### src/rtl/alu_irq_capture.sv
// ============================================================================
// Module   : alu_irq_capture
// Brief    : Captures alu_out on each alu_irq assertion into a FIFO, runs the
//            alu_irq_clr handshake and flags overflow / stuck interrupts.
//            Optional macro ALU_IRQ_CAPTURE_TS_EN adds a 16-bit timestamp.
// Revision : 1.0 - initial release
// ============================================================================
`default_nettype none

module alu_irq_capture #(
    parameter int DEPTH      = 4,
    parameter int CLR_CYCLES = 2,
    parameter int TIMEOUT    = 8
) (
    input  logic                         clk,
    input  logic                         alu_rst,
    input  logic [7:0]                   alu_out,
    input  logic                         alu_irq,
    output logic                         alu_irq_clr,
    output logic [7:0]                   evt_data,
    output logic                         evt_valid,
    input  logic                         evt_ready,
    output logic [$clog2(DEPTH+1)-1:0]   evt_count,
    output logic                         ovf,
    output logic                         stuck,
    input  logic                         flag_clr
`ifdef ALU_IRQ_CAPTURE_TS_EN
    ,
    output logic [15:0]                  evt_ts
`endif
);

    localparam int C_PTR_W = $clog2(DEPTH);
    localparam int C_CNT_W = $clog2(DEPTH + 1);
`ifdef ALU_IRQ_CAPTURE_TS_EN
    localparam int C_ENT_W = 24;
`else
    localparam int C_ENT_W = 8;
`endif
    localparam logic [C_CNT_W-1:0] C_FULL     = C_CNT_W'(DEPTH);
    localparam logic [3:0]         C_CLR_LAST = 4'(CLR_CYCLES - 1);
    localparam logic [7:0]         C_TO_LAST  = 8'(TIMEOUT - 1);

    localparam logic [1:0] C_ST_IDLE     = 2'd0;
    localparam logic [1:0] C_ST_CLEAR    = 2'd1;
    localparam logic [1:0] C_ST_WAIT_LOW = 2'd2;

    logic [1:0]         r_state, w_state_d;
    logic [3:0]         r_clr_cnt, w_clr_cnt_d;
    logic [7:0]         r_wait_cnt, w_wait_cnt_d;
    logic               r_clr, w_clr_d;
    logic               w_push_req, w_stuck_evt;

    logic [C_ENT_W-1:0] r_mem [DEPTH];
    logic [C_PTR_W-1:0] r_wr_ptr, r_rd_ptr, w_rd_ptr_d;
    logic [C_CNT_W-1:0] r_count, w_count_d;
    logic [C_ENT_W-1:0] r_head, w_head_d, w_entry_in;
    logic               r_valid, r_ovf, r_stuck;
    logic               w_full, w_pop, w_push, w_ovf_evt;

`ifdef ALU_IRQ_CAPTURE_TS_EN
    logic [15:0] r_ts;

    always_ff @(posedge clk or negedge alu_rst) begin
        if (!alu_rst) r_ts <= 16'h0000;
        else          r_ts <= r_ts + 16'd1;
    end

    assign w_entry_in = {r_ts, alu_out};
    assign evt_ts     = r_head[23:8];
`else
    assign w_entry_in = alu_out;
`endif

    // ---------------- FSM: state register ----------------
    always_ff @(posedge clk or negedge alu_rst) begin
        if (!alu_rst) begin
            r_state    <= C_ST_IDLE;
            r_clr_cnt  <= 4'd0;
            r_wait_cnt <= 8'd0;
            r_clr      <= 1'b0;
        end else begin
            r_state    <= w_state_d;
            r_clr_cnt  <= w_clr_cnt_d;
            r_wait_cnt <= w_wait_cnt_d;
            r_clr      <= w_clr_d;
        end
    end

    // ---------------- FSM: next state ----------------
    always_comb begin
        w_state_d    = r_state;
        w_clr_cnt_d  = r_clr_cnt;
        w_wait_cnt_d = r_wait_cnt;
        case (r_state)
            C_ST_IDLE: begin
                if (alu_irq) begin
                    w_state_d   = C_ST_CLEAR;
                    w_clr_cnt_d = 4'd0;
                end
            end
            C_ST_CLEAR: begin
                if (r_clr_cnt == C_CLR_LAST) begin
                    w_state_d    = C_ST_WAIT_LOW;
                    w_wait_cnt_d = 8'd0;
                end else begin
                    w_clr_cnt_d = r_clr_cnt + 4'd1;
                end
            end
            C_ST_WAIT_LOW: begin
                if (!alu_irq) begin
                    w_state_d = C_ST_IDLE;
                end else if (r_wait_cnt == C_TO_LAST) begin
                    // Retry the clear without pushing a new entry.
                    w_state_d   = C_ST_CLEAR;
                    w_clr_cnt_d = 4'd0;
                end else begin
                    w_wait_cnt_d = r_wait_cnt + 8'd1;
                end
            end
            default: w_state_d = C_ST_IDLE;
        endcase
    end

    // ---------------- FSM: outputs ----------------
    always_comb begin
        w_push_req  = (r_state == C_ST_IDLE) && alu_irq;
        w_stuck_evt = (r_state == C_ST_WAIT_LOW) && alu_irq && (r_wait_cnt == C_TO_LAST);
        w_clr_d     = (w_state_d == C_ST_CLEAR);
    end

    // ---------------- FIFO ----------------
    assign w_full    = (r_count == C_FULL);
    assign w_pop     = r_valid && evt_ready;
    assign w_push    = w_push_req && (!w_full || w_pop);
    assign w_ovf_evt = w_push_req && w_full && !w_pop;

    always_comb begin
        w_rd_ptr_d = w_pop ? r_rd_ptr + C_PTR_W'(1) : r_rd_ptr;
        w_count_d  = r_count;
        if (w_push && !w_pop)      w_count_d = r_count + C_CNT_W'(1);
        else if (!w_push && w_pop) w_count_d = r_count - C_CNT_W'(1);
        // Head slot being written this edge must bypass the memory.
        if (w_count_d == '0)                         w_head_d = '0;
        else if (w_push && (w_rd_ptr_d == r_wr_ptr)) w_head_d = w_entry_in;
        else                                         w_head_d = r_mem[w_rd_ptr_d];
    end

    always_ff @(posedge clk) begin
        if (w_push) r_mem[r_wr_ptr] <= w_entry_in;
    end

    always_ff @(posedge clk or negedge alu_rst) begin
        if (!alu_rst) begin
            r_wr_ptr <= '0;
            r_rd_ptr <= '0;
            r_count  <= '0;
            r_head   <= '0;
            r_valid  <= 1'b0;
            r_ovf    <= 1'b0;
            r_stuck  <= 1'b0;
        end else begin
            if (w_push) r_wr_ptr <= r_wr_ptr + C_PTR_W'(1);
            r_rd_ptr <= w_rd_ptr_d;
            r_count  <= w_count_d;
            r_head   <= w_head_d;
            r_valid  <= (w_count_d != '0);
            if (w_ovf_evt)     r_ovf <= 1'b1;
            else if (flag_clr) r_ovf <= 1'b0;
            if (w_stuck_evt)   r_stuck <= 1'b1;
            else if (flag_clr) r_stuck <= 1'b0;
        end
    end

    assign alu_irq_clr = r_clr;
    assign evt_data    = r_head[7:0];
    assign evt_valid   = r_valid;
    assign evt_count   = r_count;
    assign ovf         = r_ovf;
    assign stuck       = r_stuck;

endmodule

`default_nettype wire
### config.mk
export PLATFORM = sky130hd
export DESIGN_NAME = alu_irq_capture
export DESIGN_NICKNAME = d
export VERILOG_FILES = /design/src/rtl/alu_irq_capture.sv
export SDC_FILE = /design/constraint.sdc
export NUM_CORES = 1
export LEC_CHECK = 0
export ABC_CLOCK_PERIOD_IN_PS = 5100
export CAP_MARGIN = 20
export CORE_MARGIN = 5
export CORE_UTILIZATION = 35
export CTS_CLUSTER_DIAMETER = 30
export DETAILED_ROUTE_END_ITERATION = 6
export SYNTH_ARGS = -nofsm -noshare
export SYNTH_HDL_FRONTEND = slang
export SYNTH_SLANG_ARGS = --single-unit
### constraint.sdc
create_clock -name clk -period 5.1 [get_ports clk]
set_input_delay 0.51 -clock clk [delete_from_list [all_inputs] [get_ports clk]]
set_output_delay 0.51 -clock clk [all_outputs]
set_load 0.005 [all_outputs]
# --- Word level (Yosys, flattened, before mapping) ---
# Memory sizes are Yosys's and may differ from the RTL's.
# Cells that the tools add are included.
totals:
  reg_bits: 33
  mem_bits_rw: 32
  in_bits: 13
  out_inout_bits: 15
  word_cells: 78
  mem_count: 1
memory_table:
  columns: ["memory", "depth", "word_bits", "rd", "rd_ports_with_merged_regs", "wr", "line_no", "rtl"]
  rows:
  - ["r_mem", 4, 8, 1, 0, 1, "54", "logic [C_ENT_W-1:0] r_mem [DEPTH];"]
classes:
  addsub: 6
  eq_ne: 13
  muxes: 24
  n_reduce_logical: 23
ops:
  columns: ["cell", "n"]
  rows:
  - ["two-way mux 8 bit", 5]
  - ["two-way mux 4 bit", 4]
  - ["one-hot mux 8 bit (2 select lines)", 1]
  - ["inequality test 2 bit (second input constant)", 6]
  - ["one-hot mux 4 bit (3 select lines)", 1]
  - ["logical AND 1 bit", 10]
  - ["two-way mux 2 bit", 5]
  - ["adder 8 x 1 -> 8 bit (second input constant)", 1]
  - ["equality test 8 x 3 -> 1 bit (second input constant)", 1]
  - ["two-way mux 3 bit", 2]
  - ["one-hot mux 2 bit (3 select lines)", 1]
  - ["nonzero test 2 bit", 3]
  - ["nonzero test 3 bit", 2]
  - ["two-way mux 1 bit", 5]
  - ["AND reduction 5 bit", 1]
  - ["adder 2 x 1 -> 2 bit (second input constant)", 2]
  - ["adder 4 x 1 -> 4 bit (second input constant)", 1]
  - ["equality test 2 x 1 -> 1 bit (second input constant)", 2]
  - ["equality test 4 x 1 -> 1 bit (second input constant)", 1]
  - ["AND reduction 4 bit", 1]
  - ["adder 3 x 1 -> 3 bit (second input constant)", 1]
  - ["equality test 3 bit (second input constant)", 1]
  - ["zero test 1 bit", 3]
  - ["zero test 3 bit", 1]
  - ["5 further kinds", 5]

# --- Longest topological paths before layout ---
# Gate-level depths: netlist (run 1).
depth:
  word_depth: 10
  ltp_mapped: 8
  depth_no_buf: 7

# --- Worst setup path after synthesis (run 1) ---
# OpenSTA, ideal clock, no wires.
synth_path:
  path_type: "input -> register"
  start: "input port alu_irq"
  end: "memory r_mem[0][0] (enable)"
  setup_ns: 0.332
  arrival_time_ns: 1.632
  required_ns: 4.768
  setup_slack_ns: 3.136
  cell_stages: 4
  n_path_buf: 1
  path_cell_list: "or3b_1 > buf_2 > a31oi_1 > and2_1"
synth_via:
  elab_chain_cells: 4
synth_lines:
  columns: ["element", "line_no", "rtl"]
  rows:
  - ["start, declared", "18", "input logic alu_irq,"]
  - ["logical AND 1 bit", "127", "w_push_req = (r_state == C_ST_IDLE) && alu_irq;"]
  - ["logical AND 1 bit", "135", "assign w_push = w_push_req && (!w_full || w_pop);"]
  - ["two-way mux 1 bit", "150", "if (w_push) r_mem[r_wr_ptr] <= w_entry_in;"]
  - ["two-way mux 1 bit (not written as such)", "150", null]
  - ["end, declared", "54", null]
# No other way between the ends.

# --- Final worst setup path (run 1) ---
layout_path:
  start: "input port alu_irq"
  end: "memory r_mem[3][5] (enable)"
# The elaborated chain is that of the path after synthesis.

==> results.py, run 1 <==
metrics = {
    "run_status": {
        "status": "complete, no violations",
    },
    "worst_setup_path": {
        "critPathSlowestCell": "clkdlybuf4s50_1",
        "cp_max_fo": 8,
        "path_delay_family": "simple AND/OR/NAND/NOR gates",
        "rrSetupSlack_ns": 2.89,
        "crit_chain": "clkdlybuf4s50_1 > or3b_1 > a31oi_1 > and2_1",
        "cp.depth": 4,
        "critPathCaptureType": "register",
        "endpoint": "r_mem[3][5]",
        "r2r-start": "r_state[0]",
        "rr_worst_depth": 3,
        "crit_type": "primary input to register",
        "arrival_ns": 2.41,
        "worstSetupStartpoint": "alu_irq",
        "start_kind": "primary input",
        "required_ns": 5.09,
        "slowest_delay_ns": 0.51,
        "r2r_end": "r_mem[3][5]",
        "path_buf_inv": 1,
    },
    "sta": {
        "finalHoldViolCount": 0,
        "finalCriticalPeriod_ns": 2.42,
        "relSlewSlack_pct": 46.8,
        "tightest_slew_ns": 0.799,
        "rsz0062_at_grt": "false",
        "setup-tns-final_ns": 0,
        "final-setup-viol-count": 0,
        "finalMaxSlewViolations": 0,
        "fin_worst_skew_ns": 0.0113,
        "period_share_pct": 47.5,
        "max_freq_mhz": 412,
    },
    "power_and_ir_drop": {
        "power_mw": 1.98,
        "p_leak_nw": 1.56,
        "ir_drop_v": 0.000141,
        "power_density_mw_per_mm2": 522,
    },
    "drt": {
        "drc": 0,
        "drt-vias-per-instance": 5.26,
        "first_pass_iters": 4,
        "routed_wl_um": 6490,
        "drt_iter0_drc": 71,
        "ant_nets": 0,
        "avgRoutedWirePerCell_um": 16.4,
        "via_count": 2089,
    },
    "global_routing": {
        "grt_pass1_wl_um": 10800,
        "grt_overflow": 0,
        "grt_pass1_vias": 2082,
        "antenna_found_initial": 0,
        "grt_max_degree": 34,
        "grt_usage_pct": 12.5,
    },
    "synthesis": {
        "synthesis.area_mm2": 0.00326,
        "synthFlopType": "dfrtp_1",
        "synth_area_leaders": "edfxtp_1 (29%), dfrtp_1 (25%), mux2i_1 (9.2%), mux4_2 (4.8%), ha_1 (3.8%)",
        "postSynthAreaPerCell_um2": 12.9,
        "ys_types": 52,
        "syn-num-nets": 276,
        "synth_top_area_share_pct": 29.5,
        "async_flop_share_pct": 50.8,
        "ys_seq_area_share_pct": 54.8,
        "ys_warn_count": 0,
        "synth-edff-count": 32,
        "synthCells": 253,
        "yosysTopAreaCell": "edfxtp_1",
        "ys_ff_latch": 65,
    },
    "cells_and_area": {
        "n_fill_cell": 851,
        "synthToLayoutAreaGrowth_pct": 16.3,
        "utilization_pct": 41.4,
        "nets": 304,
        "antennaDiodeCount": 0,
        "drive_gt1_share_pct": 10.8,
        "layout_commonest_cell": "dfrtp_1",
        "final_cell_mix": "dfrtp_1 (33), edfxtp_1 (32), mux2i_1 (30)",
    },
    "clock_tree": {
        "clock_path_buffers": 2,
        "cts_made_buffers": 9,
        "hold_buffers": 0,
        "cts_max_level": 3,
        "clockRootBuffer": "clkbuf_8",
        "cts_tree": "yes",
        "post_cts_buffers": 0,
        "cts_num_sinks": 65,
        "clk_pin_slew_worst_paths_ns": 0.07,
        "ctsResizeCount": 0,
        "insertion_delay_ns": 0.34,
    },
    "floorplanning": {
        "io_pins": 28,
        "die_w_um": 107,
        "dieArea_mm2": 0.0113,
        "start_util_pct": 35.6,
        "core_area_mm2": 0.00915,
        "placementRows": 35,
        "die_y_um": 107,
    },
    "worst_hold_path": {
        "min_path_type": "primary input to asynchronous set/reset pin",
    },
    "placement": {
        "gp_congestion": 0.767,
        "dp_hpwl_um": 4300,
        "port_buffers": 27,
    },
    "flow_run": {
        "cap_viol_max_count": 0,
    },
}
through the flow:
stage | worst slack (ns) | instance area (um^2) | hold slack (ns) | std cells
after floorplan | 3.14 | 3260 | 0.214 | 253
after global placement | 2.40 | 3600 | 0.497 | 381
after detailed placement | 2.32 | 3600 | 0.500 | 381
after CTS | 2.67 | 3790 | 0.291 | 397
after global routing | 2.54 | 3790 | 0.323 | 397
final | 2.68 | 3790 | 0.241 | 397
layer usage:
metal  track usage (%)  vias up  routed length [um]
met5                 0        -                   0
met1              16.6     1044                3120
met4              6.58        0                 175
met2              18.8       33                3000
li1                  -      997                   -
met3              3.10       15                 205
layout make-up:
type | count | area, um^2 | share of cell area [%]
clock buffer | 14 | 184 | 4.85
sequential | 65 | 1790 | 47.1
tap | 111 | 139 | 3.66
multi-input combinational | 167 | 1370 | 36.0
timing repair buffer | 27 | 265 | 6.99
inverter | 11 | 41.3 | 1.09
clock inverter | 2 | 10.0 | 0.264
sequential cells by signal, summed over array words and instances (netlist names):
register,cells
r_rd_ptr,2
r_state,2
evt_valid,1
evt_count,3
evt_data,8
r_wait_cnt,8
alu_irq_clr,1
r_wr_ptr,2
stuck,1
ovf,1
r_mem,32
r_clr_cnt,4
where the power goes:
| part | leakage [nW] | switching (mW) | internal (mW) |
|---|---|---|---|
| Sequential | 0.707 | 0.144 | 0.690 |
| Combinational | 0.756 | 0.342 | 0.382 |
| Clock | 0.102 | 0.192 | 0.232 |
| Total | 1.56 | 0.678 | 1.30 |
worst min path at each step:
stage	slack (ns)	start	to
after CTS	0.29	alu_rst	evt_count[0]
after global routing	0.32	alu_rst	r_rd_ptr[1]
after detailed placement	0.50	r_clr_cnt[3]	r_clr_cnt[3]
after floorplan	0.21	alu_rst	alu_irq_clr
final	0.24	alu_rst	evt_count[0]
after global placement	0.50	r_clr_cnt[3]	r_clr_cnt[3]
logic make-up after synthesis:
logic type               after synthesis  synth area share [%]
adder cells (fa/ha/maj)               10                  3.84
flip-flops                            65                  54.8
XOR/XNOR                              10                  2.69
AO/OA/AOI/OAI                         36                  9.17
AND/OR/NAND/NOR                       74                  12.2
buffers and inverters                 21                  3.30
multiplexers                          37                  14.0
cell usage after synthesis, types with 3 or more instances:
library cell / number
mux4_2: 7
clkbuf_1: 3
edfxtp_1: 32
nand2_1: 24
xor2_1: 3
or3_1: 3
a21oi_1: 5
dfrtp_1: 33
o211a_1: 8
ha_1: 10
xnor2_1: 7
o21ai_0: 4
mux2i_1: 30
and3_1: 4
inv_1: 11
nand3_1: 5
nand4_1: 3
and2_1: 4
nor2_1: 14
buf_2: 4
Power figures use the tool's default switching activity.
==> run 2, diff against run 1 <==
--- a/config.mk
+++ b/config.mk
@@ -5,7 +5,7 @@
 export SDC_FILE = /design/constraint.sdc
 export NUM_CORES = 1
 export LEC_CHECK = 0
-export ABC_CLOCK_PERIOD_IN_PS = 5100
+export ABC_CLOCK_PERIOD_IN_PS = 2080
 export CAP_MARGIN = 20
 export CORE_MARGIN = 5
 export CORE_UTILIZATION = 35
==> constraint.sdc (replaced) <==
create_clock -name clk -period 2.08 [get_ports clk]
set_input_delay 0.208 -clock clk [delete_from_list [all_inputs] [get_ports clk]]
set_output_delay 0.208 -clock clk [all_outputs]
set_load 0.005 [all_outputs]
==> run 2 against run 1 <==
  * Core utilization increased by 2.8 points
  * First-iteration DRC count increased by 38%
  * Non-clock buffer count increased by 22
  * Via count increased by 0.86%
  * Sequential share of layout area decreased by 3.0 points
  * Die area unchanged
  * Final area increased by 6.8%
  * Sequential power increased by 130%
  * Final cell count increased by 5.5%
  * Worst hold slack improved by 0.24 ns
  * Wire length decreased by 0.69%
  * Clock skew decreased by 0.0024 ns
==> results.py, run 2 (same netlist as run 1, synthesis figures left out) <==
metrics = {
    "run_status": {
        "status": "complete, no violations",
    },
    "floorplanning": {
        "io_pins": 28,
        "dieArea_mm2": 0.0113,
        "core_area_mm2": 0.00915,
        "start_util_pct": 35.6,
        "die_w_um": 107,
        "placementRows": 35,
        "die_y_um": 107,
    },
    "power_and_ir_drop": {
        "power_density_mw_per_mm2": 1280,
        "p_leak_nw": 1.70,
        "ir_drop_v": 0.000536,
    },
    "placement": {
        "gp_congestion": 0.760,
        "placed_area_mm2": 0.00383,
        "dp_hpwl_um": 4510,
        "port_buffers": 27,
        "post-place-ws_ns": -0.0791,
    },
    "cells_and_area": {
        "utilization_pct": 44.3,
        "final_cell_mix": "dfrtp_1 (33), edfxtp_1 (32), mux2i_1 (30)",
        "synthToLayoutAreaGrowth_pct": 24.3,
        "fin_area_mm2": 0.00405,
        "nets": 326,
        "largest_reg_flops": 32,
        "antennaDiodeCount": 0,
        "largest_register": "r_mem",
        "drive_gt1_share_pct": 17.5,
        "layout_commonest_cell": "dfrtp_1",
    },
    "worst_hold_path": {
        "min_path_type": "primary input to asynchronous set/reset pin",
    },
    "worst_setup_path": {
        "crit_type": "register to register",
        "crit_chain": "or3b_1 > and3_4 > o21a_4 > o22ai_4 > o211a_1",
        "start_kind": "register",
        "path_delay_family": "compound AO/OA/AOI/OAI gates",
        "cp_max_fo": 9,
        "critPathSlowestCell": "dfrtp_1",
        "cp.depth": 5,
        "required_ns": 2.35,
        "slowest_delay_ns": 0.45,
        "path_buf_inv": 0,
        "arrival_ns": 2.19,
        "critPathCaptureType": "register",
        "rr_worst_depth": 5,
    },
    "global_routing": {
        "grt_overflow": 0,
        "met3_usage_pct": 2.98,
        "grt_pass1_vias": 2255,
        "antenna_found_initial": 0,
        "grt_usage_pct": 12.3,
        "grt_pass1_wl_um": 10800,
        "grt_util_met1_pct": 15.7,
        "grtUsageMet2_pct": 20.6,
        "grt_max_degree": 34,
        "grt-busiest-layer": "met2",
    },
    "sta": {
        "finalHoldViolCount": 0,
        "final-setup-viol-count": 0,
        "period_share_pct": 92.5,
        "finalCriticalPeriod_ns": 1.92,
        "setup-tns-final_ns": 0,
        "rsz0062_at_grt": "false",
        "finalWorstSetupSlack_ns": 0.156,
        "relSlewSlack_pct": 48.0,
        "tightest_slew_ns": 0.781,
        "fin_worst_skew_ns": 0.00881,
        "finalMaxSlewViolations": 0,
        "max_freq_mhz": 520,
    },
    "drt": {
        "via_count": 2107,
        "drt-vias-per-instance": 5.03,
        "drt_iter0_drc": 98,
        "routed_wl_um": 6450,
        "drc": 0,
        "first_pass_iters": 4,
        "ant_nets": 0,
        "avgRoutedWirePerCell_um": 15.4,
    },
    "clock_tree": {
        "cts_num_sinks": 65,
        "post_cts_buffers": 0,
        "cts_made_buffers": 9,
        "clk_pin_slew_worst_paths_ns": 0.08,
        "clock_path_buffers": 2,
        "insertion_delay_ns": 0.33,
        "clockRootBuffer": "clkbuf_8",
        "hold_buffers": 1,
        "cts_tree": "yes",
        "ctsResizeCount": 0,
        "cts_max_level": 3,
    },
    "flow_run": {
        "cap_viol_max_count": 0,
    },
}
## run 2: metrics by stage
step	hold WS, ns	power (mW)	cells
2_1_floorplan	-0.0876	3.25	253
3_3_place_gp	0.335	4.08	402
3_5_place_dp	0.334	4.12	402
4_1_cts	0.472	5.25	419
5_1_grt	0.474	5.56	419
6_report	0.479	5.19	419
## run 2: power breakdown
group | leakage, nW | switching (mW) | internal [mW]
clock | 0.110 | 0.514 | 0.605
sequential | 0.707 | 0.221 | 1.69
combinational | 0.884 | 1.02 | 1.13
## run 2: path summary, 6_finish.rpt
path	start	endpoint	slack, ns
min	alu_rst	alu_irq_clr	0.48
min reg2reg	r_clr_cnt[3]	r_clr_cnt[3]	0.52
max reg2reg	r_state[1]	evt_data[4]	0.16
max in group asynchronous	alu_rst	evt_data[4]	1.08
max	r_state[1]	evt_data[4]	0.16
min in group clk	flag_clr	ovf	0.48
## run 2: cell type report
type	count	area [um^2]
inverters	11	41.3
fillers	823	5100
clock buffers	10	138
repair buffers	49	508
clock inverters	6	72.6
multi-input cells	167	1370
well taps	111	139
flip-flops and latches	65	1790
## run 2: metal layers
metal / routed length [um] / up-vias / part of all wire (%)
li1: - / 1038 / -
met1: 3030 / 1042 / 47
met2: 3170 / 21 / 49
met3: 170 / 6 / 2.6
met4: 75 / 0 / 1.2
met5: 0 / - / 0
==> run 3, diff against run 2 <==
--- a/config.mk
+++ b/config.mk
@@ -5,6 +5,7 @@
 export SDC_FILE = /design/constraint.sdc
 export NUM_CORES = 1
 export LEC_CHECK = 0
+export ABC_AREA = 0
 export ABC_CLOCK_PERIOD_IN_PS = 2080
 export CAP_MARGIN = 20
 export CORE_MARGIN = 5
==> results of run 3 <==
The final DEF is identical to that of run 2; final timing and power are the same.
